==> src/rtl/bip_debug_unit.sv <==
// UART-side run controller for BIP1: waits for a start byte, runs the CPU until
// HALT or a cycle limit, then streams a 7-byte status/ACC/PC/cycle report.
module bip_debug_unit #(
  parameter int                DBIT       = 8,
  parameter int                NB_PC      = 11,
  parameter int                NB_DATA    = 16,
  parameter int                NB_CYC     = 16,
  parameter logic [NB_CYC-1:0] MAX_CYCLES = 16'hFFFF,
  parameter logic [DBIT-1:0]   CMD_START  = 8'h53
) (
  input  logic               i_clk,
  input  logic               i_reset,
  input  logic               i_rx_done_tick,
  input  logic [DBIT-1:0]    i_rx_data,
  input  logic               i_tx_done_tick,
  input  logic               i_halt,
  input  logic [NB_PC-1:0]   i_pc,
  input  logic [NB_DATA-1:0] i_acc,
  output logic               o_cpu_reset,
  output logic               o_cpu_enable,
  output logic               o_tx_start,
  output logic [DBIT-1:0]    o_tx_data,
  output logic               o_busy
);

  typedef enum logic [2:0] {
    S_IDLE, S_CLEAR, S_RUN, S_SEND, S_WAIT_TX
  } state_t;

  state_t            state, state_n;
  logic [NB_CYC-1:0] cyc, cyc_n;
  logic [7:0]        status, status_n;
  logic [15:0]       acc_q, acc_n, pc_q, pc_n;
  logic [2:0]        idx, idx_n;
  logic [15:0]       cyc16;
  logic [7:0]        byte_n;

  // The counter register doubles as the cycle snapshot: it freezes once RUN exits.
  always_comb begin
    state_n  = state;
    cyc_n    = cyc;
    status_n = status;
    acc_n    = acc_q;
    pc_n     = pc_q;
    idx_n    = idx;
    case (state)
      S_IDLE:
        if (i_rx_done_tick && (i_rx_data == CMD_START)) state_n = S_CLEAR;
      S_CLEAR: begin
        cyc_n   = '0;
        state_n = S_RUN;
      end
      S_RUN: begin
        cyc_n = cyc + 1'b1;
        if (i_halt || (cyc_n == MAX_CYCLES)) begin
          status_n = i_halt ? 8'h00 : 8'h01;
          acc_n    = 16'(i_acc);
          pc_n     = 16'(i_pc);
          idx_n    = '0;
          state_n  = S_SEND;
        end
      end
      S_SEND:
        state_n = S_WAIT_TX;
      S_WAIT_TX:
        if (i_tx_done_tick) begin
          if (idx == 3'd6) begin
            state_n = S_IDLE;
          end else begin
            idx_n   = idx + 3'd1;
            state_n = S_SEND;
          end
        end
      default:
        state_n = S_IDLE;
    endcase
  end

  // Byte selected from next-state values so the registered data lines up with tx_start.
  always_comb begin
    cyc16 = 16'(cyc_n);
    case (idx_n)
      3'd0:    byte_n = status_n;
      3'd1:    byte_n = acc_n[15:8];
      3'd2:    byte_n = acc_n[7:0];
      3'd3:    byte_n = pc_n[15:8];
      3'd4:    byte_n = pc_n[7:0];
      3'd5:    byte_n = cyc16[15:8];
      default: byte_n = cyc16[7:0];
    endcase
  end

  always_ff @(posedge i_clk) begin
    if (!i_reset) begin
      state        <= S_IDLE;
      cyc          <= '0;
      status       <= '0;
      acc_q        <= '0;
      pc_q         <= '0;
      idx          <= '0;
      o_cpu_reset  <= 1'b1;
      o_cpu_enable <= 1'b0;
      o_tx_start   <= 1'b0;
      o_tx_data    <= '0;
      o_busy       <= 1'b0;
    end else begin
      state        <= state_n;
      cyc          <= cyc_n;
      status       <= status_n;
      acc_q        <= acc_n;
      pc_q         <= pc_n;
      idx          <= idx_n;
      o_cpu_reset  <= (state_n == S_IDLE) || (state_n == S_CLEAR);
      o_cpu_enable <= (state_n == S_RUN);
      o_tx_start   <= (state_n == S_SEND);
      o_busy       <= (state_n != S_IDLE);
      if (state_n == S_SEND) o_tx_data <= DBIT'(byte_n);
    end
  end

endmodule
==> config.mk <==
export PLATFORM = sky130hd
export DESIGN_NAME = bip_debug_unit
export DESIGN_NICKNAME = d
export VERILOG_FILES = /design/src/rtl/bip_debug_unit.sv
export SDC_FILE = /design/constraint.sdc
export NUM_CORES = 1
export LEC_CHECK = 0
export ABC_CLOCK_PERIOD_IN_PS = 5930
export CORE_MARGIN = 2
export CORE_UTILIZATION = 59
export CTS_BUF_LIST = sky130_fd_sc_hd__clkbuf_4 sky130_fd_sc_hd__clkbuf_8 sky130_fd_sc_hd__clkbuf_16
export DETAILED_ROUTE_END_ITERATION = 10
export MAX_ROUTING_LAYER = met4
export PLACE_DENSITY = 0.82
export SYNTH_ARGS = -nofsm -noshare
export SYNTH_HDL_FRONTEND = slang
export SYNTH_SLANG_ARGS = --single-unit
==> constraint.sdc <==
create_clock -name i_clk -period 5.93 [get_ports i_clk]
set_input_delay 1.186 -clock i_clk [delete_from_list [all_inputs] [get_ports i_clk]]
set_output_delay 1.186 -clock i_clk [all_outputs]
set_load 0.005 [all_outputs]
== After elaboration in Yosys (flattened, before gate mapping) ==
Index checks and enable logic that the tools add are counted.

* Input port bits: 40
* Output and inout bits: 12
* Bits in registers: 74
* Latch bits: 0
* Bits in writable memories: 0
* ROM bits: 0
* Word-level logic and storage cells: 53
* Memories: 0

* Reductions and logical operators: 7
* Equality and inequality tests: 15
* Div/mod/pow operators: 0
* Mux-type cells: 18
* $lt $le $gt $ge: 0
* Bitwise gates (word level): 0
* Shifts and indexed selects: 0
* Add/subtract/negate cells: 2
* Multipliers: 0

{| class="wikitable"
|+ Operator list
! kind !! count
|-
| $mux W16 || 4
|-
| $pmux W8 S6 || 1
|-
| $pmux W16 S2 || 1
|-
| $eq A3 B2 Y1 const B || 6
|-
| $mux W3 || 6
|-
| $add A16 B1 Y16 const B || 1
|-
| $eq A16 B16 Y1 const B || 1
|-
| $mux W8 || 2
|-
| $pmux W3 S5 || 1
|-
| $eq A3 B3 Y1 const B || 4
|-
| $eq A3 B1 Y1 const B || 3
|-
| $logic_not A3 Y1 || 3
|-
| $eq A8 B7 Y1 const B || 1
|-
| $pmux W3 S2 || 1
|-
| $add A3 B1 Y3 const B || 1
|-
| $reduce_bool A3 Y1 || 1
|-
| $logic_or A1 B1 Y1 || 2
|-
| $mux W2 || 1
|-
| $logic_and A1 B1 Y1 || 1
|-
| $mux W1 || 1
|}

== Logic depth before layout (Yosys ltp) ==
* Word-level depth: 7
* Mapped depth: 13
* Depth with buffers taken out: 10

== Worst setup path before layout ==
No wires, ideal clock.

* Path kind: in2reg
* From: input i_tx_done_tick
* To: register o_tx_data[3]
* Path buffers: 2
* Setup time: 81 ps
* Stages on the path: 9
* Data arrival time: 2979 ps
* Data required time: 5849 ps
* Setup slack: 2870 ps
* Cells stage by stage: and4_1 -> clkbuf_1 -> or3_1 -> o32ai_1 -> or3_1 -> buf_2 -> nor3_1 -> or4_1 -> a41oi_1

* Longest elaborated chain between the ends: 4
* Elaborated cells on any way between the ends: 12
* Classes of those cells: eq/ne (6); mux (5); reduce/logical (1)

{| class="wikitable"
|+ RTL lines
! element !! line !! source
|-
| start: declaration || 15 || <nowiki>input logic i_tx_done_tick,</nowiki>
|-
| $mux W3 || 66 || <nowiki>if (i_tx_done_tick) begin</nowiki>
|-
| $pmux W3 S2 || 46 || <nowiki>case (state)</nowiki>
|-
| $eq A3 B3 Y1, or another cell as far along || 82 || <nowiki>case (idx_n)</nowiki>
|-
| $pmux W8 S6 || 82 ||
|-
| end signal: assignment || 117 || <nowiki>if (state_n == S_SEND) o_tx_data <= DBIT'(byte_n);</nowiki>
|-
| end: declaration || 22 || <nowiki>output logic [DBIT-1:0] o_tx_data,</nowiki>
|}

Parallel ways exist; a longest one is shown, timed or not.
A chain may end at the register's enable or synchronous reset.

== Worst setup path in the final report ==
* From: register cyc[0]
* To: register o_tx_data[7]

* Longest elaborated chain between the ends: 7
* Elaborated cells on any way between the ends: 22
* Classes of those cells: add/sub (1); eq/ne (7); mux (12); reduce/logical (2)

{| class="wikitable"
|+ RTL lines
! element !! line !! source
|-
| start: declaration || 31 || <nowiki>logic [NB_CYC-1:0] cyc, cyc_n;</nowiki>
|-
| start signal: assignment || 108 || <nowiki>cyc <= cyc_n;</nowiki>
|-
| $add A16 B1 Y16 (*) || 54 || <nowiki>cyc_n = cyc + 1'b1;</nowiki>
|-
| $eq A16 B16 Y1 || 55 || <nowiki>if (i_halt || (cyc_n == MAX_CYCLES)) begin</nowiki>
|-
| $logic_or A1 B1 Y1 || 55 ||
|-
| $mux W3 || 55 ||
|-
| $pmux W3 S2 || 46 ||
|-
| $eq A3 B3 Y1, or another cell as far along || 82 ||
|-
| $pmux W8 S6 || 82 ||
|}

Mark *: on every way between the ends. The rest lies on a longest branch, timed or not.

==> results.toml <==
[status]
status = "completed"

[logic_synthesis]
yosys.area_share.simple_pct = 24.7
synth-seq-area-share_pct = 38.5
synth-seq-cells = 74
synthFlopType = "dfxtp_1"
ys_top_cells_by_count = "dfxtp_1, nand2_1, o21ai_0"
yosys-top-cells-area = "dfxtp_1, o21ai_0, nand2_1"
synthXorXnorAreaFrac_pct = 1.79
synth-async-reset-ratio_pct = 0
avgSynthCellArea_sq_um = 8.20
synth_compound_gate_area_share_pct = 25.5
synthAdderAreaFrac_pct = 1.30
synth_fp_nets = 513
syn_area_sq_um = 3850
synth_edf_count = 0
synth_most_common_cell = "dfxtp_1"
synthCells = 469
synth_top_cell_by_area = "dfxtp_1"
synth_cell_types = 69
synth_top_area_share_pct = 38.5
synth_top_family_by_area = "compound AO/OA/AOI/OAI gates"
yosysWarnings = 0
muxShareOfSynthArea_pct = 3.71

[floorplan]
dieArea_sq_um = 7180
num_rows = 29
die_y_um = 84.8
coreArea_sq_um = 6310
die_w_um = 84.8
start_util_pct = 60.9
io_pins = 52

[power]
p_per_area_nw_per_um2 = 231
ir_drop_v = 0.000166
power_leakage_nw = 1.64

[critical_path]
cp_common_cell = "nand2_1"
worst_ep_required_time_ns = 6.18
critical_path.top_delay_family = "simple AND/OR/NAND/NOR gates"
crit_type = "flip-flop to flip-flop"
cp-start-kind = "flip-flop"
endpoint_kind = "flip-flop"
critPathMaxStageDelay_ns = 0.72
arrival_ns = 4.45
cp_max_fo = 34
path_cells = "ha_1 -> nand3_2 -> or3_1 -> a2111oi_4 -> a31o_2 -> nand2_1 -> nand2_1 -> o21ai_0 -> o32ai_1"
cpMaxStageDelayCell = "nand2_1"
crit_buf_inv = 0

[drt]
vias = 3863
routed_wl_mm = 11.1
antenna_left = 0
drcViolationCount = 0
drt_first_iter_violations = 423
vias_per_cell = 6.63
first_pass_iters = 5
wl_per_cell_um = 19.1

[job]
max-cap-violations = 0

[timing]
finalSetupViolations = 0
post-route-min-period_ns = 4.20
fin_setup_tns_ns = 0
relSlewSlack_pct = 16.0
finalHoldViolCount = 0
finalMaxSlewViolations = 0
fin_worst_skew_ns = 0.00874
worstMarginPinSlew_ns = 1.26
fin_crit_sh_pct = 70.8
fmax_ghz = 0.238
grt_setup_unrepaired = "no"

[global_route]
grt_pass1_vias = 3681
grt_first_pass_wirelength_mm = 18.3
grtUsageTotal_pct = 32.8
antenna_found_initial = 0
grt_max_degree = 35
gr-total-overflow = 0

[cells_and_area]
layoutNonFillerInstCount = 583
fin_nets = 545
drive_gt1_share_pct = 7.51
area_growth_pct = 19.2
antenna_cells = 0

[placement]
portBuffers = 51
place_inst = 567
dp_hpwl_mm = 7.56
gp_congestion = 0.923

[cts]
cts_hold_buf = 0
cts.clk_slew.worst_paths_ns = 0.09
cts_setup_buffers = 0
htreeDepth = 3
cts_buffers = 9
root_buffer = "clkbuf_8"
numClockSinks = 74
cts_tree = "yes"
cts_buffer_depth = 2
cts_resized = 0
clk_latency_ns = 0.35

[worst_hold_path]
hold_class = "flip-flop to flip-flop"
[layout by cell type, fill, tap and decap left out, types with 11 or more instances in the layout]
cell | Yosys | layout
and2_1 | 11 | 11
mux2i_1 | 12 | 12
nand3_1 | 17 | 17
nor2_1 | 41 | 41
and3_1 | 17 | 17
nand2_1 | 49 | 49
o21ai_0 | 48 | 48
a21oi_1 | 34 | 34
clkdlybuf4s50_1 | 0 | 51
dfxtp_1 | 74 | 74
[worst paths after layout]
| path | endpoint | slack (ns) | cells after the start | startpoint |
|---|---|---|---|---|
| min | acc_q[13] | 0.46 | 2 | acc_q[13] |
| min reg2reg | acc_q[13] | 0.46 | 2 | acc_q[13] |
| max reg2reg | o_tx_data[7] | 1.73 | 9 | cyc[0] |
| max | o_tx_data[7] | 1.73 | 9 | cyc[0] |
[worst min-delay path, delay by kind of cell (launching register included)]
| kind | cells | cell delay (ns) |
|---|---|---|
| flip-flops | 1 | 0.32 |
| AND/OR/NAND/NOR | 1 | 0.05 |
| AO/OA/AOI/OAI | 1 | 0.05 |
[state kept, by name, summed over array words and instances, names as in the netlist]
signal,flops
acc_q,16
cyc,16
pc_q,16
o_tx_data,8
status,8
idx,3
state,3
o_busy,1
o_cpu_enable,1
o_cpu_reset,1
o_tx_start,1
[routing by layer]
layer | share of wire, % | up-vias | GRT usage, %
met5 | 0 | - | -
met4 | 2.3 | 0 | 11.5
met2 | 47 | 216 | 50.3
li1 | - | 1779 | -
met3 | 8.6 | 29 | 5.01
met1 | 42 | 1839 | 44.3
[stage by stage]
stage	utilization (%)	hold slack, ns	instance area (sq um)	power, mW	setup WS (ns)
after detailed placement	68.7	0.453	4340	0.586	1.87
after global routing	72.6	0.495	4590	1.09	1.44
final	72.6	0.464	4590	1.06	1.73
after global placement	68.7	0.445	4340	0.585	1.93
after CTS	72.6	0.465	4590	1.06	1.83
after floorplan	-	0.432	3850	0.545	2.87
[area by class of cell]
cell class | instances | area (sq um)
Inverter | 8 | 30.0
Clock inverter | 6 | 115
Clock buffer | 10 | 131
Fill cell | 528 | 1730
Sequential cell | 74 | 1480
Tap cell | 77 | 96.3
Multi-Input combinational cell | 354 | 2200
Timing Repair Buffer | 54 | 533
[power by group]
group,leakage [nW],internal (mW),switching (mW)
Combinational,0.919,0.0382,0.0399
Sequential,0.596,0.497,0.000808
Clock,0.120,0.286,0.198
[logic make-up (layout without fill, tap and decap cells)]
family,count (synthesis),after routing
simple gates,184,184
flops,74,74
xor+xnor,7,7
mux,14,14
buf+inv,41,78
fa+ha+maj,4,4
compound gates,145,145
No activity file was read; power rests on OpenSTA's default activity.
